--- config.mk ---
export PLATFORM = sky130hd
export DESIGN_NAME = inv_shift_rows
export DESIGN_NICKNAME = d
export VERILOG_FILES = /design/src/rtl/aes_pkg.sv /design/src/rtl/stage_fifo.sv /design/src/rtl/inv_shift_rows.sv
export SDC_FILE = /design/constraint.sdc
export NUM_CORES = 1
export LEC_CHECK = 0
export CAP_MARGIN = 20
export CORE_MARGIN = 4
export CORE_UTILIZATION = 30
export DETAILED_ROUTE_END_ITERATION = 12
export GPL_ROUTABILITY_DRIVEN = 0
export GPL_TIMING_DRIVEN = 0
export SYNTH_ARGS = -nofsm -noshare
export SYNTH_HDL_FRONTEND = slang
export SYNTH_SLANG_ARGS = --single-unit
--- constraint.sdc ---
create_clock -name clk -period 8.75 [get_ports clk]
set_input_delay 1.75 -clock clk [delete_from_list [all_inputs] [get_ports clk]]
set_output_delay 1.75 -clock clk [all_outputs]
set_load 0.01 [all_outputs]
--- src/rtl/aes_pkg.sv ---
// Shared AES types and the ShiftRows/InvShiftRows byte permutations.
// Both directions come from one index formula so they cannot drift apart.
package aes_pkg;

    typedef logic [7:0]   byte_t;
    typedef logic [31:0]  row_t;
    typedef logic [127:0] state_t;

    localparam int unsigned NB = 4;

    // Row r, column c lives at s[32c+8r +: 8]; forward reads column (c+r), inverse (c-r).
    function automatic state_t permute_rows(input state_t s, input logic inverse);
        state_t      o;
        byte_t       b;
        int unsigned src;
        o = '0;
        for (int unsigned c = 0; c < NB; c++) begin
            for (int unsigned r = 0; r < 4; r++) begin
                src = inverse ? ((c + NB - r) % NB) : ((c + r) % NB);
                b = s[32*src + 8*r +: 8];
                o[32*c + 8*r +: 8] = b;
            end
        end
        return o;
    endfunction

    function automatic state_t shift_rows(input state_t s);
        return permute_rows(s, 1'b0);
    endfunction

    function automatic state_t inv_shift_rows(input state_t s);
        return permute_rows(s, 1'b1);
    endfunction

endpackage

--- src/rtl/stage_fifo.sv ---
// Circular elastic buffer with valid/ready on both sides, shared by the
// inverse-cipher handshake stages. in_ready depends only on registered count.
module stage_fifo #(
    parameter int unsigned WIDTH = 128,
    parameter int unsigned DEPTH = 2
) (
    input  logic                       clk,
    input  logic                       rst,
    input  logic                       flush,
    input  logic                       en,
    input  logic [WIDTH-1:0]           data,
    output logic                       in_ready,
    output logic                       done,
    output logic [WIDTH-1:0]           data_out,
    input  logic                       out_ready,
    output logic [$clog2(DEPTH+1)-1:0] count
);

    localparam int unsigned CW = $clog2(DEPTH + 1);
    localparam int unsigned PW = (DEPTH > 1) ? $clog2(DEPTH) : 1;

    logic [WIDTH-1:0] mem [DEPTH];
    logic [PW-1:0]    wp;
    logic [PW-1:0]    rp;
    logic [CW-1:0]    cnt;
    logic             push;
    logic             pop;

    // Explicit wrap keeps non-power-of-two and DEPTH=1 pointers in range.
    function automatic logic [PW-1:0] next_ptr(input logic [PW-1:0] p);
        return (p == PW'(DEPTH - 1)) ? '0 : p + PW'(1);
    endfunction

    assign in_ready = (cnt < CW'(DEPTH));
    assign done     = (cnt != '0);
    assign push     = en && in_ready;
    assign pop      = done && out_ready;
    assign data_out = mem[rp];
    assign count    = cnt;

    always_ff @(posedge clk or posedge rst) begin
        if (rst) begin
            wp  <= '0;
            rp  <= '0;
            cnt <= '0;
            for (int unsigned i = 0; i < DEPTH; i++) begin
                mem[i] <= '0;
            end
        end else if (flush) begin
            wp  <= '0;
            rp  <= '0;
            cnt <= '0;
        end else begin
            if (push) begin
                mem[wp] <= data;
                wp      <= next_ptr(wp);
            end
            if (pop) begin
                rp <= next_ptr(rp);
            end
            case ({push, pop})
                2'b10:   cnt <= cnt + CW'(1);
                2'b01:   cnt <= cnt - CW'(1);
                default: cnt <= cnt;
            endcase
        end
    end

endmodule

--- src/rtl/inv_shift_rows.sv ---
// InvShiftRows applied on the input side, result buffered in a stage_fifo
// so a stalled InvSubBytes stage never loses a state.
module inv_shift_rows
    import aes_pkg::*;
#(
    parameter int unsigned DEPTH = 2
) (
    input  logic                       clk,
    input  logic                       rst,
    input  logic                       en,
    input  logic [127:0]               state,
    output logic                       in_ready,
    input  logic                       flush,
    output logic [127:0]               state_out,
    output logic                       done,
    input  logic                       out_ready,
    output logic [$clog2(DEPTH+1)-1:0] count
);

    state_t shifted;

    assign shifted = aes_pkg::inv_shift_rows(state);

    stage_fifo #(
        .WIDTH (128),
        .DEPTH (DEPTH)
    ) u_fifo (
        .clk       (clk),
        .rst       (rst),
        .flush     (flush),
        .en        (en),
        .data      (shifted),
        .in_ready  (in_ready),
        .done      (done),
        .data_out  (state_out),
        .out_ready (out_ready),
        .count     (count)
    );

endmodule

==> impl_metrics.py, run 1 <==
metrics = {
    "outcome": {
        "status": "finished clean",
    },
    "sta": {
        "tightest_slew_ns": 0.623,
        "setup_viol": 0,
        "max_freq_mhz": 221,
        "fin_crit_ns": 4.53,
        "setup_slack_ns": 4.22,
        "final.setup.tns_ns": 0,
        "finalHoldViolations": 0,
        "slew-limit-headroom_pct": 58.4,
        "drv_slew": 0,
        "clock_skew_ns": 0.0116,
        "whs_ns": 0.498,
        "post-route-period-util_pct": 51.8,
        "grt_setup_unrepaired": "false",
    },
    "yosys": {
        "yosysMostFrequentCell": "mux2_2",
        "yosys.area.top_type": "dfrtp_1",
        "synth-edff-count": 0,
        "yosysWarnings": 0,
        "async_flop_share_pct": 100,
        "ys_ff_latch": 260,
        "syn-num-nets": 837,
        "syn_area_um2": 11300,
        "avgSynthCellArea_um2": 16.1,
        "synth_area_leaders": "dfrtp_1, mux2_2, buf_6",
        "netlist_instances": 704,
        "synth_flop_cell": "dfrtp_1",
        "synth.distinct_cells": 18,
        "synth_common_cells": "mux2_2, dfrtp_1, buf_6",
        "ys_seq_area_share_pct": 57.4,
        "synth_top_area_share_pct": 57.4,
    },
    "floorplan": {
        "initial_core_util_pct": 30.7,
        "fp.dieH_um": 202,
        "core_um2": 37000,
        "die-area_um2": 41000,
        "dieWidth_um": 202,
        "fp-row-count": 70,
        "io_pins": 265,
    },
    "routing": {
        "m1WireLength_um": 12900,
        "ant_nets": 0,
        "vias_per_cell": 4.45,
        "route.met2.wl_um": 13500,
        "first_pass_iters": 4,
        "drt_iter0_markers": 166,
        "wl_per_cell_um": 18.9,
        "num_vias": 6832,
        "maxUsedRoutingLayer": "met4",
        "met3_length_um": 2070,
        "drc": 0,
        "drt_wl_total_um": 29100,
    },
    "power": {
        "powerDensity_nw_per_um2": 262,
        "ir_drop_uv": 147,
        "p_leak_nw": 6.43,
    },
    "clocking": {
        "htree_levels": 1,
        "clk_pin_slew_ns": 0.06,
        "clock_sinks": 260,
        "cts_buffers": 31,
        "post_cts_resized": 0,
        "clkLatencyLatePin_ns": 0.56,
        "cts_setup_buffers": 0,
        "cts_tree": "done",
        "cts_root_buf": "clkbuf_16",
        "cts_hold_buf": 0,
        "clockBufferDepth": 3,
    },
    "cells_and_area": {
        "syn2layout_area_growth_pct": 39.3,
        "fin_util_pct": 42.7,
        "n_antenna_cell": 0,
        "final_nets": 1141,
        "final_area_um2": 15800,
        "layout-drive-gt1-share_pct": 47.0,
    },
    "global_route": {
        "antenna_found_initial": 0,
        "grt_first_pass_wirelength_um": 45400,
        "overflow": 0,
        "grt_max_degree": 39,
        "grt_pass1_vias": 7642,
        "track_usage_pct": 13.9,
    },
    "hold_path": {
        "min_path_type": "reg2reg",
    },
    "placed_design": {
        "io_buffer_count": 264,
        "dp_slack_ns": 4.64,
        "dpl_cell_area_um2": 14800,
        "hpwl_um": 20500,
    },
    "worst_setup_path": {
        "cp.required_ns": 7.00,
        "startpoint_type": "register",
        "crit_type": "reg2out",
        "critPathMaxFanout": 10,
        "endpoint_kind": "output pin",
        "critical_path_arrival_ns": 2.78,
    },
    "run": {
        "max_cap_viol_count": 0,
    },
}
## placed cells by master (no fill, tap or decap)
cell / n
clkinv_2: 4
buf_6: 21
nor3b_4: 1
clkinvlp_4: 1
a2bb2oi_1: 1
clkbuf_8: 8
nor3_2: 1
buf_2: 12
o21ai_0: 2
clkbuf_1: 10
nor2b_1: 2
inv_1: 1
or2_2: 1
bufinv_16: 3
nor2_1: 3
buf_12: 7
nand2b_4: 1
xor2_1: 2
a21oi_1: 1
clkbuf_16: 31
mux2_2: 385
buf_8: 2
clkdlybuf4s50_1: 264
inv_6: 1
buf_4: 5
dfrtp_1: 260
## worst paths after layout
check,from,to,slack (ns),depth (start not counted)
worst min register to register,u_fifo.mem[96],u_fifo.mem[96],0.50,1
worst max register to register,u_fifo.count[1],u_fifo.mem[248],6.94,5
max in group asynchronous,rst,u_fifo.mem[188],6.28,4
worst min-delay path,u_fifo.mem[96],u_fifo.mem[96],0.50,1
worst max-delay path,u_fifo.rp,state_out[89],4.22,4
min in group asynchronous,rst,u_fifo.mem[110],1.61,2
## layout make-up
cell class | instances | area (um^2)
inverter | 2 | 11.3
fill | 3433 | 21200
clock inverter | 8 | 119
timing repair buffer | 271 | 2780
clock buffer | 47 | 916
buffer | 42 | 372
sequential | 260 | 6510
multi-input combinational | 400 | 4450
tap | 504 | 631
## kinds of logic after synthesis
logic type | share of synthesized area [%]
xor gates and xnor gates | 0.155
and+or+nand+nor | 0.640
DFF | 57.4
muxes | 38.2
AOI/OAI and AO/OA | 0.210
buffers and inverters | 3.34
## sequential cells by signal, indices dropped and copies added (netlist names)
register	cells
u_fifo.rp	1
u_fifo.count	2
u_fifo.wp	1
u_fifo.mem	256
## power breakdown
group	internal [mW]	switching [mW]	total, mW
registers	1.54	0.152	1.69
clock network	0.802	0.499	1.30
logic	0.739	0.404	1.14
## through the flow
stage               instances  power (mW)
floorplan                 704        2.33
global placement         1472        2.85
detailed placement       1479        2.88
CTS                      1534        4.22
global route             1534        4.38
finish                   1534        4.14
## worst max-delay path, stage by stage (launching register included)
cell             delay, ns
dfrtp_1               0.37
clkbuf_1              0.50
buf_2                 0.44
mux2_2                0.38
clkdlybuf4s50_1       0.54
## per-layer routing
layer	global-route usage [%]	vias to the layer above
met4	3.37	0
met1	18.3	3501
met5	0	-
met2	22.6	174
li1	-	3122
met3	4.33	35
Note: power is estimated with default switching activity, not from simulation.
==> run 2, diff against run 1 <==
Clock period 8.75 ns to 4.15 ns, I/O delays scaled along.
==> results of run 2 <==
The final DEF is identical to that of run 1. Status: finished clean.
Among the figures that moved: setup slack after placement 4.64 ns -> 0.958 ns; setup slack after layout 4.22 ns -> 0.540 ns; register-to-register setup slack 6.94 ns -> 2.34 ns; total power 4.14 mW -> 8.73 mW; worst IR drop on VDD 147 uV -> 309 uV
